**src/rtl/eth_pkg.sv**
```systemverilog
`default_nettype none
// +----------------------------------------------------------------------------+
// | Package     : eth_pkg                                                      |
// | Description : Shared constants for the rx frame checker and the tx FCS     |
// |               path: length limits, CRC constants, header offsets, states.  |
// | Revision    : 1.0  initial release                                         |
// +----------------------------------------------------------------------------+
package eth_pkg;

  localparam int          DEF_MIN_LEN   = 64;
  localparam int          DEF_MAX_LEN   = 1518;

  localparam logic [31:0] CRC_INIT      = 32'hFFFF_FFFF;
  localparam logic [31:0] CRC_POLY      = 32'hEDB8_8320;
  localparam logic [31:0] CRC_RESIDUE   = 32'hDEBB_20E3;

  localparam logic [7:0]  PREAMBLE_BYTE = 8'h55;
  localparam logic [7:0]  SFD_BYTE      = 8'hD5;

  localparam int          OFS_W         = 11;
  localparam logic [10:0] OFS_MAC_LAST  = 11'd5;
  localparam logic [10:0] OFS_ETYPE     = 11'd12;
  localparam logic [10:0] OFS_TXID      = 11'd14;
  localparam logic [10:0] OFS_AUX       = 11'd15;
  localparam logic [10:0] OFS_SEG       = 11'd16;
  localparam logic [10:0] OFS_PAYLOAD   = 11'd18;

  localparam logic [2:0]  ST_IDLE       = 3'd0;
  localparam logic [2:0]  ST_PREAMBLE   = 3'd1;
  localparam logic [2:0]  ST_HEADER     = 3'd2;
  localparam logic [2:0]  ST_PAYLOAD    = 3'd3;
  localparam logic [2:0]  ST_DROP       = 3'd4;

endpackage
`default_nettype wire

```
**src/rtl/eth_crc32_d8.sv**
```systemverilog
`default_nettype none
// +----------------------------------------------------------------------------+
// | Module      : eth_crc32_d8                                                 |
// | Description : Byte-wide reflected CRC32 next-state function (LSB first).   |
// | Revision    : 1.0  initial release                                         |
// +----------------------------------------------------------------------------+
module eth_crc32_d8
  import eth_pkg::*;
(
  input  logic [31:0] crc_in,
  input  logic [7:0]  data,
  output logic [31:0] crc_out
);

  logic [31:0] w_crc;

  always_comb begin
    w_crc = crc_in;
    for (int i = 0; i < 8; i++) begin
      if (w_crc[0] ^ data[i]) w_crc = (w_crc >> 1) ^ CRC_POLY;
      else                    w_crc = w_crc >> 1;
    end
    crc_out = w_crc;
  end

endmodule
`default_nettype wire

```
**config.mk**
```make
export PLATFORM = sky130hd
export DESIGN_NAME = eth_crc32_d8
export DESIGN_NICKNAME = d
export VERILOG_FILES = /design/src/rtl/eth_pkg.sv /design/src/rtl/eth_crc32_d8.sv
export SDC_FILE = /design/constraint.sdc
export NUM_CORES = 1
export LEC_CHECK = 0
export ABC_AREA = 0
export BUFFER_PORTS_ARGS = -buffer_cell sky130_fd_sc_hd__buf_4
export CAP_MARGIN = 20
export CORE_UTILIZATION = 42
export DETAILED_ROUTE_END_ITERATION = 8
export GPL_TIMING_DRIVEN = 0
export PLACE_DENSITY_LB_ADDON = 0.15
export SYNTH_ARGS = -nofsm -noshare
export SYNTH_HDL_FRONTEND = slang
export SYNTH_SLANG_ARGS = --single-unit
```
**constraint.sdc**
```tcl
create_clock -name vclk -period 4.35
set_input_delay 0.435 -clock vclk [all_inputs]
set_output_delay 0.435 -clock vclk [all_outputs]
set_load 0.05 [all_outputs]
```
==> flow_summary.json, run 1 <==
{
  "synth_cell_type_count": 8,
  "die_width_um": 44.8,
  "drtAntennaViolNets": 0,
  "post_cts_buffers": 0,
  "max_stage_delay_ps": 530,
  "die_h_um": 44.8,
  "gp_congestion": 0.649,
  "synth_nets": 110,
  "flops_and_latches": 0,
  "vias": 709,
  "port_buffers": 72,
  "grt_pass1_wl_mm": 2.60,
  "postCtsHoldBufs": 0,
  "core_area_um2": 1730,
  "syn_area_um2": 769,
  "num_antenna_cells": 0,
  "start_kind": "input port",
  "initial_core_util_pct": 44.6,
  "fin_crit_sh_pct": 60.1,
  "yosysSeqAreaShare_pct": 0,
  "cp_num_buf_inv": 2,
  "wl_mm": 1.71,
  "synth_cells": 70,
  "rows": 15,
  "avgViaCountPerCell": 4.25,
  "grt_max_degree": 8,
  "grt_overflow": 0,
  "fmax_ghz": 0.382,
  "hold_path_class": "in -> out",
  "status": "finished, final reports clean",
  "worstSetupPathType": "in -> out",
  "tightest_slew_ps": 674,
  "drv_cap": 0,
  "crit_arrival_ps": 2180,
  "vdd_ir_drop_max_v": 0.000672,
  "num_io_pins": 72,
  "crit_top_cell": "buf_4",
  "drt_first_pass_iters": 6,
  "grt_setup_unrepaired": "false",
  "slew_headroom_pct": 54.7,
  "drt-initial-drc-count": 3,
  "synthToLayoutAreaGrowth_pct": 74.3,
  "min_period_ps": 2620,
  "finalSetupViolations": 0,
  "powerDensity_nw_per_um2": 744,
  "seq_area_um2": 0,
  "hpwlAfterDp_mm": 1.58,
  "leakage_uw": 0.000615,
  "required_ps": 3910,
  "finish.utilization_pct": 77.7,
  "final_max_slew_viol_count": 0,
  "grt_usage_pct": 16.8,
  "wl_per_cell_um": 10.2,
  "cp-end-kind": "primary output",
  "clock_buffers": 0,
  "final_hold_viol_count": 0,
  "cp_slowest_cell": "xnor3_1",
  "cp_cell_sequence": "buf_4, xnor2_4, xor2_4, xnor3_1, xor3_1, buf_4",
  "avgSynthCellArea_um2": 11.0,
  "path_delay_family": "XOR/XNOR gates",
  "multi_input_area_um2": 769,
  "fillers": 150,
  "drc": 0,
  "final.setup.tns_ps": 0,
  "ys_warn_count": 0,
  "fin_nets": 184,
  "grt_pass1_vias": 644,
  "drive_gt1_share_pct": 59.2,
  "worstPathMaxFanout": 7,
  "design.die.area_um2": 2010,
  "antenna_found_initial": 0,
  "ctsResizeCount": 0
}
## tightest hold or removal path, stage by stage
cell and delay (ps):
buf_4 80, xnor2_1 60, buf_4 180
## synth_stat cells (all sizes together)
library cell	instances	area share (%)
xor2	18	28
xnor3	1	2.9
xor3	2	6.2
xnor2	49	63
## layout by cell type, fill, tap and decap left out, drive strengths merged
cell / n
xor2: 18
xnor2: 49
buf: 72
xor3: 2
xnor3: 1
## final timing paths
| path | to | cells after the start | start |
|---|---|---|---|
| setup / recovery | crc_out[23] | 6 | data[1] |
| hold / removal | crc_out[6] | 3 | crc_in[14] |
## final cells by class
class | count | area share (%)
Multi-Input combinational cell | 70 | 57.4
Timing Repair Buffer | 72 | 40.3
Tap cell | 25 | 2.33
## through the flow
step | hold WS [ps] | setup slack [ps] | total power [uW] | cell area (um2) | cells
finish | 1190 | 1730 | 998 | 1340 | 167
global route | 1200 | 1640 | 1040 | 1340 | 167
CTS | 1190 | 1700 | 1010 | 1340 | 167
detailed placement | 1190 | 1700 | 1000 | 1340 | 167
global placement | 1190 | 1730 | 991 | 1340 | 167
floorplan | 1170 | 1090 | 737 | 769 | 70
## metal layers
layer	vias to the layer above	share of wire, %	track usage, %	wire [um]
met5	-	0	0	0
met4	0	0	0	0
met3	0	6.9	0.800	118
met2	33	61	39.1	1040
met1	322	32	16.3	553
li1	354	-	-	-
## cell families after synthesis
| group | synth area share, % |
|---|---|
| xor+xnor | 100 |
## power breakdown
group / total (uW) / internal (uW) / switching, uW
combinational: 998 / 330 / 667
clock: 0 / 0 / 0
sequential: 0 / 0 / 0
total: 998 / 330 / 667
Power figures use the tool's default switching activity.
==> run 2: changes to the inputs <==
- CORE_UTILIZATION: 42 -> 39
- clock period: 4.35 -> 2.7 ns (I/O delays scaled with it)
==> run 2 against run 1 <==
- count of clock-buffer cells in the layout did not move
- wire length rose by 7.3%
- total power rose by 63%
- sequential share of layout area did not move
- critical endpoint is now crc_out[20]
==> flow_summary.json, run 2 (synthesized netlist as in run 1, its figures left out) <==
{
  "grt_setup_unrepaired": "false",
  "grt_overflow": 0,
  "crit_cells": 6,
  "num_antenna_cells": 0,
  "clock_buffers": 0,
  "worstPathMaxFanout": 7,
  "final_hold_viol_count": 0,
  "rows": 15,
  "cp_slowest_cell": "xnor3_1",
  "drv_cap": 0,
  "grt_pass1_wl_mm": 2.63,
  "tightest_slew_ps": 793,
  "drc": 0,
  "worstSetupPathType": "in -> out",
  "initial_core_util_pct": 43.2,
  "grt_usage_pct": 16.3,
  "start_kind": "input port",
  "drt_first_pass_iters": 2,
  "seq_area_um2": 0,
  "final_max_slew_viol_count": 0,
  "design.die.area_um2": 2150,
  "min_period_ps": 2350,
  "cp_num_buf_inv": 2,
  "wl_mm": 1.83,
  "stdcell_area_um2": 1360,
  "finalSetupViolations": 0,
  "min_path_cells": 3,
  "crit_arrival_ps": 2080,
  "drt-initial-drc-count": 3,
  "crit_top_cell": "buf_4",
  "post_cts_buffers": 0,
  "final.setup.tns_ps": 0,
  "most-common-layout-cells": "buf_4 (72), xnor2_1 (42), xor2_1 (11)",
  "grt_pass1_vias": 642,
  "leakage_uw": 0.000622,
  "drive_gt1_share_pct": 60.6,
  "num_io_pins": 72,
  "status": "finished, final reports clean",
  "cp_cell_sequence": "buf_4, xnor2_4, xor2_4, xnor3_1, xor3_1, buf_4",
  "fin_crit_sh_pct": 87.2,
  "vdd_ir_drop_max_v": 0.000989,
  "ctsResizeCount": 0,
  "flops_and_latches": 0,
  "max_stage_delay_ps": 550,
  "port_buffers": 72,
  "powerDensity_nw_per_um2": 1200,
  "gp_congestion": 0.591,
  "fin_nets": 184,
  "mostFrequentLayoutCell": "buf_4",
  "place_area_um2": 1360,
  "avgViaCountPerCell": 4.21,
  "cp-end-kind": "primary output",
  "antenna_found_initial": 0,
  "drtAntennaViolNets": 0,
  "hold_path_class": "in -> out",
  "path_delay_family": "XOR/XNOR gates",
  "die_width_um": 46.4,
  "wl_per_cell_um": 11.0,
  "postCtsHoldBufs": 0,
  "hpwlAfterDp_mm": 1.66,
  "core_area_um2": 1780,
  "synthToLayoutAreaGrowth_pct": 76.3,
  "required_ps": 2430,
  "slew_headroom_pct": 46.7,
  "whs_ps": 858,
  "die_h_um": 46.4,
  "vias": 703,
  "grt_max_degree": 8,
  "fmax_ghz": 0.425
}
==> run 2: cell types whose count changed in the layout (fill, tap and decap cells not counted) <==
cell,delta
xnor2_1,-1
xnor2_2,+1
xor2_1,-1
xor2_2,+1
==> run 2: layout make-up <==
type	instances	area, um2
fill	141	427
multi-input combinational	70	785
tap	25	31.3
timing repair buffer	72	541
==> run 2: routing by layer <==
layer	vias to the layer above	wire length, um	track usage, %
li1	352	-	-
met4	0	0	0
met3	0	130	0.784
met2	35	1100	36.1
met1	316	602	16.7
met5	-	0	0
==> run 2: final timing paths <==
path | startpoint | endpoint | slack, ps
setup / recovery | data[1] | crc_out[20] | 350
hold / removal | crc_in[12] | crc_out[4] | 860
==> run 2: tightest hold or removal path, stage by stage <==
cell and delay, ps:
buf_4 80, xnor2_1 60, buf_4 180
==> run 2: power by group <==
| group | switching [uW] | total, uW | internal (uW) |
|---|---|---|---|
| combinational | 1080 | 1620 | 539 |
| clock | 0 | 0 | 0 |
| sequential | 0 | 0 | 0 |
| total | 1080 | 1620 | 539 |
==> run 2: per-stage QoR <==
| stage | cells | power [uW] | setup slack (ps) | util [%] |
|---|---|---|---|---|
| after global placement | 167 | 1610 | 361 | 76.1 |
| after floorplan | 70 | 1200 | -3.40 | - |
| after global routing | 167 | 1690 | 262 | 76.1 |
| after CTS | 167 | 1630 | 328 | 76.1 |
| after detailed placement | 167 | 1630 | 333 | 76.1 |
| final | 167 | 1620 | 347 | 76.1 |
